`config.mk`:
```
export PLATFORM = sky130hd
export DESIGN_NAME = an_dec_seq
export DESIGN_NICKNAME = d
export VERILOG_FILES = /design/src/rtl/an_dec_seq.sv
export SDC_FILE = /design/constraint.sdc
export NUM_CORES = 1
export LEC_CHECK = 0
export ABC_AREA = 1
export BUFFER_PORTS_ARGS = -buffer_cell sky130_fd_sc_hd__buf_2
export CAP_MARGIN = 30
export CORE_MARGIN = 3
export CORE_UTILIZATION = 60
export CTS_CLUSTER_DIAMETER = 100
export DETAILED_ROUTE_END_ITERATION = 10
export PLACE_DENSITY_LB_ADDON = 0.25
export RECOVER_POWER = 25
export SYNTH_ARGS = -nofsm -noshare
export SYNTH_HDL_FRONTEND = slang
export SYNTH_SLANG_ARGS = --single-unit
```
`constraint.sdc`:
```
create_clock -name clk -period 10.5 [get_ports clk]
set_clock_uncertainty 0.05 [all_clocks]
set_input_delay 2.1 -clock clk [delete_from_list [all_inputs] [get_ports clk]]
set_output_delay 2.1 -clock clk [all_outputs]
set_load 0.005 [all_outputs]
```
`src/rtl/an_dec_seq.sv`:
```
// Sequential AN-code decoder: divides the codeword by A, then searches single
// and (optionally) double arithmetic errors bit-serially, re-dividing the repaired word.
module an_dec_seq #(
  parameter int A      = 18613,
  parameter int A_BITS = 15,
  parameter int W_BITS = 46,
  parameter int N_BITS = 31,
  parameter int L_BITS = 6,
  parameter int DEC_EN = 1
) (
  input  logic                     clk,
  input  logic                     rst,
  input  logic                     in_valid,
  output logic                     in_ready,
  input  logic [W_BITS-1:0]        W,
  output logic                     out_valid,
  input  logic                     out_ready,
  output logic [N_BITS-1:0]        N,
  output logic [1:0]               status,
  output logic signed [L_BITS:0]   pos1,
  output logic signed [L_BITS:0]   pos2
);

  // Handshake: a word moves when in_valid && in_ready (IDLE only); a result is
  // held while out_valid and is released on the edge where out_ready is high.

  localparam logic [A_BITS-1:0] A_V = A_BITS'(A);
  localparam int XW = W_BITS + 2;
  localparam int CW = $clog2(W_BITS + 1);

  typedef enum logic [2:0] {IDLE, DIV, CHK, SEC, DEC_O, DEC_I, FIX, OUT} state_t;

  state_t                     state_q, state_d;
  logic [W_BITS-1:0]          w_q, w_d, div_q, div_d;
  logic [A_BITS-1:0]          rem_q, rem_d, r_q, r_d, p_q, p_d, p2_q, p2_d, t_q, t_d;
  logic [CW-1:0]              cnt_q, cnt_d;
  logic [N_BITS-1:0]          q_q, q_d, n_q, n_d;
  logic [L_BITS-1:0]          i_q, i_d, j_q, j_d;
  logic                       sgn_q, sgn_d;
  logic [1:0]                 status_q, status_d;
  logic signed [L_BITS:0]     pos1_q, pos1_d, pos2_q, pos2_d;

  function automatic logic [A_BITS-1:0] dbl_mod(input logic [A_BITS-1:0] x);
    logic [A_BITS:0] y;
    y = {x, 1'b0};
    if (y >= {1'b0, A_V}) y = y - {1'b0, A_V};
    return A_BITS'(y);
  endfunction

  function automatic logic signed [XW-1:0] err_val(input logic [L_BITS-1:0] k, input logic neg);
    logic signed [XW-1:0] m;
    m = $signed(XW'(1) << (k - 1'b1));
    return neg ? -m : m;
  endfunction

  function automatic logic signed [L_BITS:0] pos_of(input logic [L_BITS-1:0] k, input logic neg);
    logic signed [L_BITS:0] v;
    v = $signed({1'b0, k});
    return neg ? -v : v;
  endfunction

  // One restoring-division step, shared by DIV and FIX
  logic [A_BITS:0]     div_sh, div_sub;
  logic                div_ge, div_last;
  logic [A_BITS-1:0]   div_rem_n;
  logic [W_BITS-1:0]   div_q_n;

  always_comb begin
    div_sh    = {rem_q, div_q[W_BITS-1]};
    div_sub   = div_sh - {1'b0, A_V};
    div_ge    = (div_sh >= {1'b0, A_V});
    div_rem_n = A_BITS'(div_ge ? div_sub : div_sh);
    div_q_n   = {div_q[W_BITS-2:0], div_ge};
    div_last  = (cnt_q == CW'(W_BITS - 1));
  end

  // Candidate matches and the repaired word W' = W - e1 - e2
  logic                  sec_hit_p, sec_hit_m, dec_hit_p, dec_hit_m, cand_ok;
  logic signed [XW-1:0]  e1, e2, cand;
  logic [A_BITS:0]       tsum;
  logic [A_BITS-1:0]     t_n;

  always_comb begin
    sec_hit_p = (r_q == p_q);
    sec_hit_m = (r_q == A_V - p_q);
    dec_hit_p = (t_q == p2_q);
    dec_hit_m = (t_q == A_V - p2_q);
    e1 = '0;
    e2 = '0;
    if (state_q == SEC) begin
      e1 = err_val(i_q, sec_hit_m);
    end else if (state_q == DEC_I) begin
      e1 = err_val(i_q, sgn_q);
      e2 = err_val(j_q, dec_hit_m);
    end
    cand    = $signed({2'b00, w_q}) - e1 - e2;
    cand_ok = (cand[XW-1:XW-2] == 2'b00);
    // t = (R - e1) mod A; a negative e1 adds 2^(i-1) back
    tsum = sgn_q ? ({1'b0, r_q} + {1'b0, p_q}) : ({1'b0, r_q} + {1'b0, A_V - p_q});
    if (tsum >= {1'b0, A_V}) tsum = tsum - {1'b0, A_V};
    t_n = A_BITS'(tsum);
  end

  logic dec_adv, start_fix;

  always_comb begin
    state_d = state_q;  w_d = w_q;      div_d = div_q;   rem_d = rem_q;
    cnt_d = cnt_q;      q_d = q_q;      r_d = r_q;       p_d = p_q;
    p2_d = p2_q;        t_d = t_q;      i_d = i_q;       j_d = j_q;
    sgn_d = sgn_q;      n_d = n_q;      status_d = status_q;
    pos1_d = pos1_q;    pos2_d = pos2_q;
    dec_adv = 1'b0;     start_fix = 1'b0;
    case (state_q)
      IDLE: if (in_valid) begin
        w_d = W; div_d = W; rem_d = '0; cnt_d = '0;
        n_d = '0; status_d = 2'd0; pos1_d = '0; pos2_d = '0;
        state_d = DIV;
      end
      DIV: begin
        div_d = div_q_n; rem_d = div_rem_n; cnt_d = cnt_q + 1'b1;
        if (div_last) begin
          q_d = div_q_n[N_BITS-1:0];
          r_d = div_rem_n;
          state_d = CHK;
        end
      end
      CHK: if (r_q == '0) begin
        n_d = q_q; status_d = 2'd0; state_d = OUT;
      end else begin
        p_d = A_BITS'(1); i_d = L_BITS'(1); state_d = SEC;
      end
      SEC: if ((sec_hit_p || sec_hit_m) && cand_ok) begin
        pos1_d = pos_of(i_q, sec_hit_m); status_d = 2'd1; start_fix = 1'b1;
      end else if (i_q == L_BITS'(W_BITS)) begin
        if (DEC_EN != 0) begin
          i_d = L_BITS'(1); p_d = A_BITS'(1); sgn_d = 1'b0; state_d = DEC_O;
        end else begin
          n_d = q_q; status_d = 2'd3; state_d = OUT;
        end
      end else begin
        i_d = i_q + 1'b1; p_d = dbl_mod(p_q);
      end
      DEC_O: begin
        t_d = t_n; j_d = i_q + 1'b1; p2_d = dbl_mod(p_q); state_d = DEC_I;
      end
      DEC_I: if (j_q > L_BITS'(W_BITS)) begin
        dec_adv = 1'b1;
      end else if ((dec_hit_p || dec_hit_m) && cand_ok) begin
        pos1_d = pos_of(i_q, sgn_q); pos2_d = pos_of(j_q, dec_hit_m);
        status_d = 2'd2; start_fix = 1'b1;
      end else if (j_q == L_BITS'(W_BITS)) begin
        dec_adv = 1'b1;
      end else begin
        j_d = j_q + 1'b1; p2_d = dbl_mod(p2_q);
      end
      FIX: begin
        div_d = div_q_n; rem_d = div_rem_n; cnt_d = cnt_q + 1'b1;
        if (div_last) begin
          // A remainder here means the repair was bogus: fall back to the raw quotient
          if (div_rem_n == '0) begin
            n_d = div_q_n[N_BITS-1:0];
          end else begin
            n_d = q_q; status_d = 2'd3;
          end
          state_d = OUT;
        end
      end
      OUT: if (out_ready) state_d = IDLE;
      default: state_d = IDLE;
    endcase
    if (start_fix) begin
      div_d = cand[W_BITS-1:0]; rem_d = '0; cnt_d = '0; state_d = FIX;
    end
    if (dec_adv) begin
      if (!sgn_q) begin
        sgn_d = 1'b1; state_d = DEC_O;
      end else if (i_q == L_BITS'(W_BITS)) begin
        n_d = q_q; status_d = 2'd3; state_d = OUT;
      end else begin
        sgn_d = 1'b0; i_d = i_q + 1'b1; p_d = dbl_mod(p_q); state_d = DEC_O;
      end
    end
  end

  always_ff @(posedge clk or posedge rst) begin
    if (rst) begin
      state_q <= IDLE;  w_q <= '0;    div_q <= '0;  rem_q <= '0;
      cnt_q <= '0;      q_q <= '0;    r_q <= '0;    p_q <= '0;
      p2_q <= '0;       t_q <= '0;    i_q <= '0;    j_q <= '0;
      sgn_q <= 1'b0;    n_q <= '0;    status_q <= 2'd0;
      pos1_q <= '0;     pos2_q <= '0;
    end else begin
      state_q <= state_d;  w_q <= w_d;    div_q <= div_d;  rem_q <= rem_d;
      cnt_q <= cnt_d;      q_q <= q_d;    r_q <= r_d;      p_q <= p_d;
      p2_q <= p2_d;        t_q <= t_d;    i_q <= i_d;      j_q <= j_d;
      sgn_q <= sgn_d;      n_q <= n_d;    status_q <= status_d;
      pos1_q <= pos1_d;    pos2_q <= pos2_d;
    end
  end

  assign in_ready  = (state_q == IDLE);
  assign out_valid = (state_q == OUT);
  assign N         = n_q;
  assign status    = status_q;
  assign pos1      = pos1_q;
  assign pos2      = pos2_q;

endmodule
```
## Word-level counts from Yosys, hierarchy flattened

Index checks and enable logic that the tools add are counted.

| cells by class | value |
|---|---|
| $add $sub $neg | 19 |
| order comparisons | 5 |
| equality and inequality tests | 27 |
| shifts and indexed selects | 2 |
| multiplexer cells | 99 |
| reduce and logical (&&, ||, !) cells | 21 |

Operator list:

| kind | number |
|---|---|
| $mux 48 | 7 |
| $mux 15 | 15 |
| $mux 31 | 7 |
| $neg 48->48 | 2 |
| $shl 1x6->48 const A | 2 |
| $pmux 31 s3 | 1 |
| $mux 46 | 2 |
| $pmux 46 s2 | 1 |
| $pmux 15 s2 | 3 |
| $mux 6 | 11 |
| $ge 16x15->1 const B | 4 |
| $mux 7 | 9 |
| $eq 15x15->1 | 4 |
| $sub 15x15->15 const B | 4 |
| $sub 47x48->48 | 1 |
| $sub 48x48->48 | 1 |
| $pmux 6 s2 | 3 |
| $add 15x15->16 | 2 |
| $logic_not 15->1 | 2 |
| $sub 15x15->15 const A | 2 |
| $mux 3 | 9 |
| $mux 2 | 12 |
| $pmux 3 s7 | 1 |
| $pmux 7 s3 | 1 |
| 32 further kinds | 67 |

| word-level totals | value |
|---|---|
| register bits | 267 |
| input port bits | 50 |
| output and inout port bits | 49 |

## Longest topological paths before layout

Gate-level depths: netlist of run 1.

| logic depth | value |
|---|---|
| depth after elaboration | 16 |
| gate-level depth with buffers | 51 |

## Worst setup path before layout of run 1

No wires, ideal clock.

| timing | value |
|---|---|
| path kind | register to register |
| start point | register i_q[0] |
| end point | register n_q[23], in the netlist N[23] |
| arrival time | 6.577 ns |
| data required time | 10.318 ns |
| setup slack | 3.741 ns |
| stages on the path, launching flop included | 43 |
| buffers on the path | 3 |
| path through | dfrtp_1 > inv_2 > buf_6 > ha_1 > xnor2_4 > nand2_1 > nor2_1 > nand3_1 > ha_1 > inv_1 > nor2_2 > inv_1 > nor2_1 > nand3_1 > nor2_2 > and3_1 > nand2_1 > nor2_4 > (+7 left out) > inv_1 > ha_1 > nand2_1 > nor2_1 > nand2_1 > nor4_1 > nand3_1 > nand3_1 > xor2_1 > inv_1 > nand4_1 > nand2_1 > nand2_2 > nand3_1 > buf_2 > buf_2 > nor2_1 > a21oi_1 |

| on the way | value |
|---|---|
| longest elaborated chain between the ends | 14 |
| elaborated cells on any way between the ends | 18 |

RTL lines:

| item | RTL line | text |
|---|---|---|
| start, declared | 38 | `logic [L_BITS-1:0] i_q, i_d, j_q, j_d;` |
| start signal, assigned | 195 | `p2_q <= p2_d; t_q <= t_d; i_q <= i_d; j_q <= j_d;` |
| $sub 6x1->6 | 52 | `m = $signed(XW'(1) << (k - 1'b1));` |
| $shl 1x6->48 | 52 |  |
| $neg 48->48 | 53 | `return neg ? -m : m;` |
| $mux 48 | 53 |  |
| $mux 48 | 92 | `end else if (state_q == DEC_I) begin` |
| $mux 48 | 90 | `if (state_q == SEC) begin` |
| $sub 47x48->48 | 96 | `cand = $signed({2'b00, w_q}) - e1 - e2;` |
| $sub 48x48->48 | 96 |  |
| $logic_not 2->1 | 97 | `cand_ok = (cand[XW-1:XW-2] == 2'b00);` |
| $logic_and 1x1->1 | 148 | `end else if ((dec_hit_p \|\| dec_hit_m) && cand_ok) begin` |
| $mux 1 | 148 |  |
| $mux 1 | 146 | `DEC_I: if (j_q > L_BITS'(W_BITS)) begin` |
| $mux 1 | 113 | `case (state_q)` |
| $mux 31 (*) | 174 | `if (dec_adv) begin` |
| named net n_d[23] | 37 | `logic [N_BITS-1:0] q_q, q_d, n_q, n_d;` |
| end signal, assigned | 196 | `sgn_q <= sgn_d; n_q <= n_d; status_q <= status_d;` |
| end, declared | 37 |  |

The timed path passes the listed nets; every way through them passes the cells marked *.
A chain may end at the register's enable or synchronous reset.

## Final worst setup path of run 1

| timing | value |
|---|---|
| start point | register j_q[1] |
| end point | register n_q[1], in the netlist N[1] |

| on the way | value |
|---|---|
| longest elaborated chain between the ends | 13 |
| elaborated cells on any way between the ends | 16 |

RTL lines:

| item | RTL line |
|---|---|
| start, declared | 38 |
| start signal, assigned | 195 |
| $sub 6x1->6 | 52 |
| $shl 1x6->48 | 52 |
| $neg 48->48 | 53 |
| $mux 48 | 53 |
| $mux 48 | 92 |
| $mux 48 | 90 |
| $sub 48x48->48 | 96 |
| $logic_not 2->1 | 97 |
| $logic_and 1x1->1 | 148 |
| $mux 1 | 148 |
| $mux 1 (*) | 146 |
| $mux 1 (*) | 113 |
| $mux 31 (*) | 174 |
| named net n_d[1] | 37 |

Marked as above.

==> results of run 1 <==
==> cell usage after synthesis (47+ instances only) <==
| library cell | n | area [µm²] |
|---|---|---|
| fa_1 | 47 | 941 |
| a21oi_1 | 270 | 1350 |
| xor2_1 | 130 | 1140 |
| dfrtp_1 | 267 | 6680 |
| o22ai_1 | 49 | 307 |
| nand3_1 | 266 | 1330 |
| o21ai_0 | 403 | 2020 |
| inv_1 | 566 | 2120 |
| clkbuf_1 | 111 | 417 |
| ha_1 | 93 | 1160 |
| nand2_1 | 965 | 3620 |
| nor2_1 | 408 | 1530 |
==> cells in the final DEF (no fill, tap or decap), types with 31 or more instances in the layout <==
cell type	instances
nor2_1	403
nor3_1	40
xor2_1	130
xnor2_1	35
dfrtp_1	267
fa_1	47
nand2_1	965
o22ai_1	49
buf_2	97
ha_1	93
inv_1	564
a21oi_1	270
o21ai_1	39
nand4_1	35
nand3_1	265
o21ai_0	403
a221oi_1	35
buf_4	36
clkbuf_16	31
==> cell families after synthesis <==
kind of cell	synth area share
adder cells (fa/ha/maj)	0.0801
buffers and inverters	0.114
XOR/XNOR	0.0573
AND/OR/NAND/NOR	0.288
flip-flops	0.254
multiplexers	0.00267
AO/OA/AOI/OAI	0.203
==> final timing paths <==
kind	endpoint	start	slack, ns
setup / recovery	N[1]$_DFF_PP0_	j_q[1]$_DFFE_PP0P_	1.43
hold / removal	q_q[12]$_DFFE_PP0P_	div_q[11]$_DFFE_PP0P_	0.43
setup reg to reg	N[1]$_DFF_PP0_	j_q[1]$_DFFE_PP0P_	1.43
hold reg to reg	q_q[12]$_DFFE_PP0P_	div_q[11]$_DFFE_PP0P_	0.43
max in group asynchronous	div_q[38]$_DFFE_PP0P_	rst	5.11
min in group asynchronous	N[15]$_DFF_PP0_	rst	2.90
==> layer usage <==
layer  global-route usage  up-vias  wire, µm
met5                    0        -         0
met4                0.222        0      6300
met3               0.0550      306      7740
met2                0.610     1493     40300
met1                0.480    13000     34900
li1                     -    13400         -
==> area by class of cell <==
| cell class | count | area share |
|---|---|---|
| timing repair buffer | 138 | 0.0289 |
| inverter | 588 | 0.0783 |
| sequential | 267 | 0.237 |
| tap | 585 | 0.0259 |
| clock buffer | 44 | 0.0324 |
| clock inverter | 14 | 0.00812 |
| multi-input combinational | 3061 | 0.590 |
==> report_power, final <==
| group | switching, W | internal, W |
|---|---|---|
| combinational | 0.00456 | 0.00205 |
| clock | 0.000487 | 0.000732 |
| sequential | 0.000292 | 0.00134 |
| total | 0.00534 | 0.00412 |
==> through the flow <==
stage	hold WS [ns]	power (W)	instance area, µm²	std cells
final	0.431	0.00947	28200	4697
after global routing	0.459	0.0103	28200	4697
after CTS	0.426	0.00931	28200	4697
after detailed placement	0.419	0.00805	27100	4639
after global placement	0.408	0.00798	27100	4638
after floorplan	0.394	0.00641	26300	4093
==> registers in the layout (all words and copies together), names as in the netlist, 15 cells and up <==
name and count:
div_q 46, w_q 46, N 31, q_q 31, p2_q 15, p_q 15
r_q 15, rem_q 15, t_q 15
==> worst min-delay path, cell delays in order (launching register included) <==
cell and delay, ns:
dfrtp_1 0.34, nand2_1 0.05, o21ai_0 0.06
==> impl_metrics.toml, run 1 <==
[cts]
tritoncts = "yes"
clk-insertion-delay-late_ns = 0.61
cts_buffers = 31
clockBufferDepth = 3
ctsRootBufferMaster = "clkbuf_16"
h-tree-depth = 1
numClockSinks = 267
holdBufCountCts = 0
cts_setup_buffers = 0
cts_resized = 0
clk_pin_slew_worst_paths_ns = 0.07

[place]
dpl.hpwl_um = 67000
io_buffers = 98
pre_cts_slack_ns = 1.63
gp_congestion = 1.04

[worst_hold_path]
hold_depth = 2
worstHoldPathType = "reg -> reg"

[floorplanning]
die_x_um = 215
num_io_pins = 99
initial_core_util = 0.609
rows = 76
die-area_um2 = 46300
core-area_um2 = 43200
die_h_um = 215

[final_layout]
fill_cells = 4122
nNetsFinal = 4277
post-route-util = 0.654
antenna_cells = 0
seqCellArea_um2 = 6680
multi_input_area_um2 = 16600
area_delta_synth_final_pct = 7.38
layout-drive-gt1-share = 0.0669

[worst_setup_path]
cp_slowest_stage_delay_ns = 0.71
path_class = "reg -> reg"
crit_buf_inv = 12
cp_slowest_cell = "nand3_2"
cp.required_ns = 10.92
rr_worst_depth = 44
critical_path_arrival_ns = 9.49
worst_path_most_repeated_cell = "inv_1"
start_kind = "flop"
critPathCaptureType = "flop"
path_max_fanout = 41
cp.depth = 44
critPathTopFamily = "simple AND/OR/NAND/NOR gates"

[sta]
max_slew_margin = -2.38
max_clock_freq_ghz = 0.110
hold_viol = 0
finalSetupTns_ns = 0
rsz0062_at_grt = "false"
finalSetupViolCount = 0
period_minus_slack_ns = 9.07
worst_slew_pin_slew_ns = 5.07
final-max-slew-violation-count = 241
layout_setup_ws_ns = 1.43
period_share = 0.864

[global_routing]
first_global_vias = 26300
gr-total-overflow = 0
grt_antenna_before_repair = 0
grt_util_all_layers = 0.376
grt_max_degree = 159
grt_pass1_wl_um = 141000

[pwr]
power_density_nw_per_um2 = 335
vdd_drop_max_v = 0.000265
power.leakage_nw = 14.1

[logic_synthesis]
syn_inst = 4093
synthArstFlopShare = 1.00
ys_ff_latch = 267
ys_seq_area_frac = 0.254
ys_warn_count = 0
synth_edf_count = 0
synthesis.nets = 4283
syn_area_um2 = 26300
synthDistinctLibCells = 62
synth_area_per_cell_um2 = 6.42
synth_flop_cell = "dfrtp_1"

[detailed_routing]
drt_first_pass_iters = 7
wl_per_cell_um = 19.0
drc_errors = 0
vias = 28200
wl_um = 89200
routed_via_density = 6.00
drtIter0Drc = 3230
antenna_left = 0

[job]
max_cap_viol_count = 3

[status]
violations = "capacitance limit, slew limit"
outcome = "finished with violations"
(Power assumes the default switching activity.)
==> run 2, diff against run 1 <==
--- a/config.mk
+++ b/config.mk
@@ -6,7 +6,7 @@
 export NUM_CORES = 1
 export LEC_CHECK = 0
 export ABC_AREA = 1
-export BUFFER_PORTS_ARGS = -buffer_cell sky130_fd_sc_hd__buf_2
+export BUFFER_PORTS_ARGS = -buffer_cell sky130_fd_sc_hd__buf_4
 export CAP_MARGIN = 30
 export CORE_MARGIN = 3
 export CORE_UTILIZATION = 60
@@ -17,3 +17,4 @@
 export SYNTH_ARGS = -nofsm -noshare
 export SYNTH_HDL_FRONTEND = slang
 export SYNTH_SLANG_ARGS = --single-unit
+export TNS_END_PERCENT = 10
==> impl_metrics.toml, run 2 (synthesis results as in run 1) <==
[status]
outcome = "finished with violations"
violations = "capacitance limit, slew limit"

[detailed_routing]
dr_wl_met3_um = 7270
wl_met1_um = 35200
drc_errors = 0
vias = 28100
drt_first_pass_iters = 9
top_layer = "met4"
wl_met2_um = 39600
antenna_left = 0
routed_via_density = 5.98
drtIter0Drc = 3536
wl_per_cell_um = 18.8
wl_um = 88100

[final_layout]
antenna_cells = 0
nNetsFinal = 4278
layout-drive-gt1-share = 0.0676
most-common-layout-cells = "965 x nand2_1, 564 x inv_1, 403 x o21ai_0"
area_delta_synth_final_pct = 8.25
finalInstanceArea_um2 = 28400
seqCellArea_um2 = 6680
multi_input_area_um2 = 16600
reg_top3 = "div_q (46), w_q (46)"
fill_cells = 4108
final_common_cell = "nand2_1"

[global_routing]
grt_max_degree = 127
grt_pass1_wl_um = 139000
gr-total-overflow = 0
first_global_vias = 26000
grt_antenna_before_repair = 0
grt_util_all_layers = 0.369

[worst_setup_path]
cp_slowest_stage_delay_ns = 0.61
path_class = "reg -> reg"
start_kind = "flop"
path_max_fanout = 23
cp_slowest_cell = "xor2_1"
critical_path_arrival_ns = 9.54
cp.required_ns = 10.96
critPathCaptureType = "flop"
worst_path_most_repeated_cell = "nand2_1"

[pwr]
power_density_nw_per_um2 = 331
vdd_drop_max_v = 0.000241
power.leakage_nw = 14.2

[floorplanning]
initial_core_util = 0.609
rows = 76
num_io_pins = 99
die_h_um = 215
die_x_um = 215
core-area_um2 = 43200
die-area_um2 = 46300

[cts]
cts_buffers = 31
cts_resized = 0
holdBufCountCts = 0
clockBufferDepth = 3
clk_pin_slew_worst_paths_ns = 0.06
cts_setup_buffers = 0
h-tree-depth = 1
clk-insertion-delay-late_ns = 0.61
tritoncts = "yes"
numClockSinks = 267
ctsRootBufferMaster = "clkbuf_16"

[place]
dpl.hpwl_um = 66900
gp_congestion = 1.04
placed_area_um2 = 27300
io_buffers = 98

[sta]
finalSetupTns_ns = 0
rsz0062_at_grt = "false"
hold_viol = 0
finalSetupViolCount = 0
final-max-slew-violation-count = 180
period_minus_slack_ns = 9.09
worst_slew_pin_slew_ns = 5.56
max_clock_freq_ghz = 0.110
period_share = 0.866
max_slew_margin = -2.72

[worst_hold_path]
worstHoldPathType = "reg -> reg"

[job]
max_cap_viol_count = 2
==> run 2: stage by stage <==
step	hold WS, ns	utilization	setup WS (ns)	total power, W	std cells
after floorplan	0.394	-	0.996	0.00641	4093
after global placement	0.411	0.632	1.73	0.00801	4638
after detailed placement	0.410	0.632	1.65	0.00806	4638
after CTS	0.425	0.658	1.61	0.00927	4696
after global routing	0.461	0.659	0.775	0.0102	4698
final	0.435	0.659	1.41	0.00943	4698
==> run 2: where the power goes <==
part           internal, W  switching, W  total, W
Combinational      0.00206       0.00455   0.00662
Clock             0.000693      0.000480   0.00117
Sequential         0.00134      0.000297   0.00164
==> run 2: worst paths after layout <==
path	from	end	slack (ns)	cells after the start
max	i_q[0]$_DFF_PP0_	i_q[2]$_DFF_PP0_	1.41	39
min	div_q[37]$_DFFE_PP0P_	div_q[37]$_DFFE_PP0P_	0.43	2
max reg2reg	i_q[0]$_DFF_PP0_	i_q[2]$_DFF_PP0_	1.41	39
min reg2reg	div_q[37]$_DFFE_PP0P_	div_q[37]$_DFFE_PP0P_	0.43	2
max in group asynchronous	rst	w_q[45]$_DFFE_PP0P_	4.47	3
min in group asynchronous	rst	N[15]$_DFF_PP0_	3.14	2
==> run 2: critical path: cells and delay by family (launching register included) <==
family / cells / cell delay [ns]
adder cells (fa/ha/maj): 3 / 1.30
flip-flops: 1 / 0.52
AO/OA/AOI/OAI: 2 / 0.36
AND/OR/NAND/NOR: 26 / 5.12
XOR/XNOR: 2 / 0.81
buffers and inverters: 6 / 0.85
==> run 2: cell type report <==
cell class | instances | share of cell area
clock buffers | 38 | 0.0293
flip-flops and latches | 267 | 0.235
well taps | 585 | 0.0257
multi-input cells | 3061 | 0.585
repair buffers | 139 | 0.0378
clock inverters | 20 | 0.00955
inverters | 588 | 0.0776
==> run 2: routing by layer <==
metal,vias up,global-route usage
met5,-,0
met2,1458,0.590
met1,13000,0.485
li1,13400,-
met3,311,0.0508
met4,0,0.206
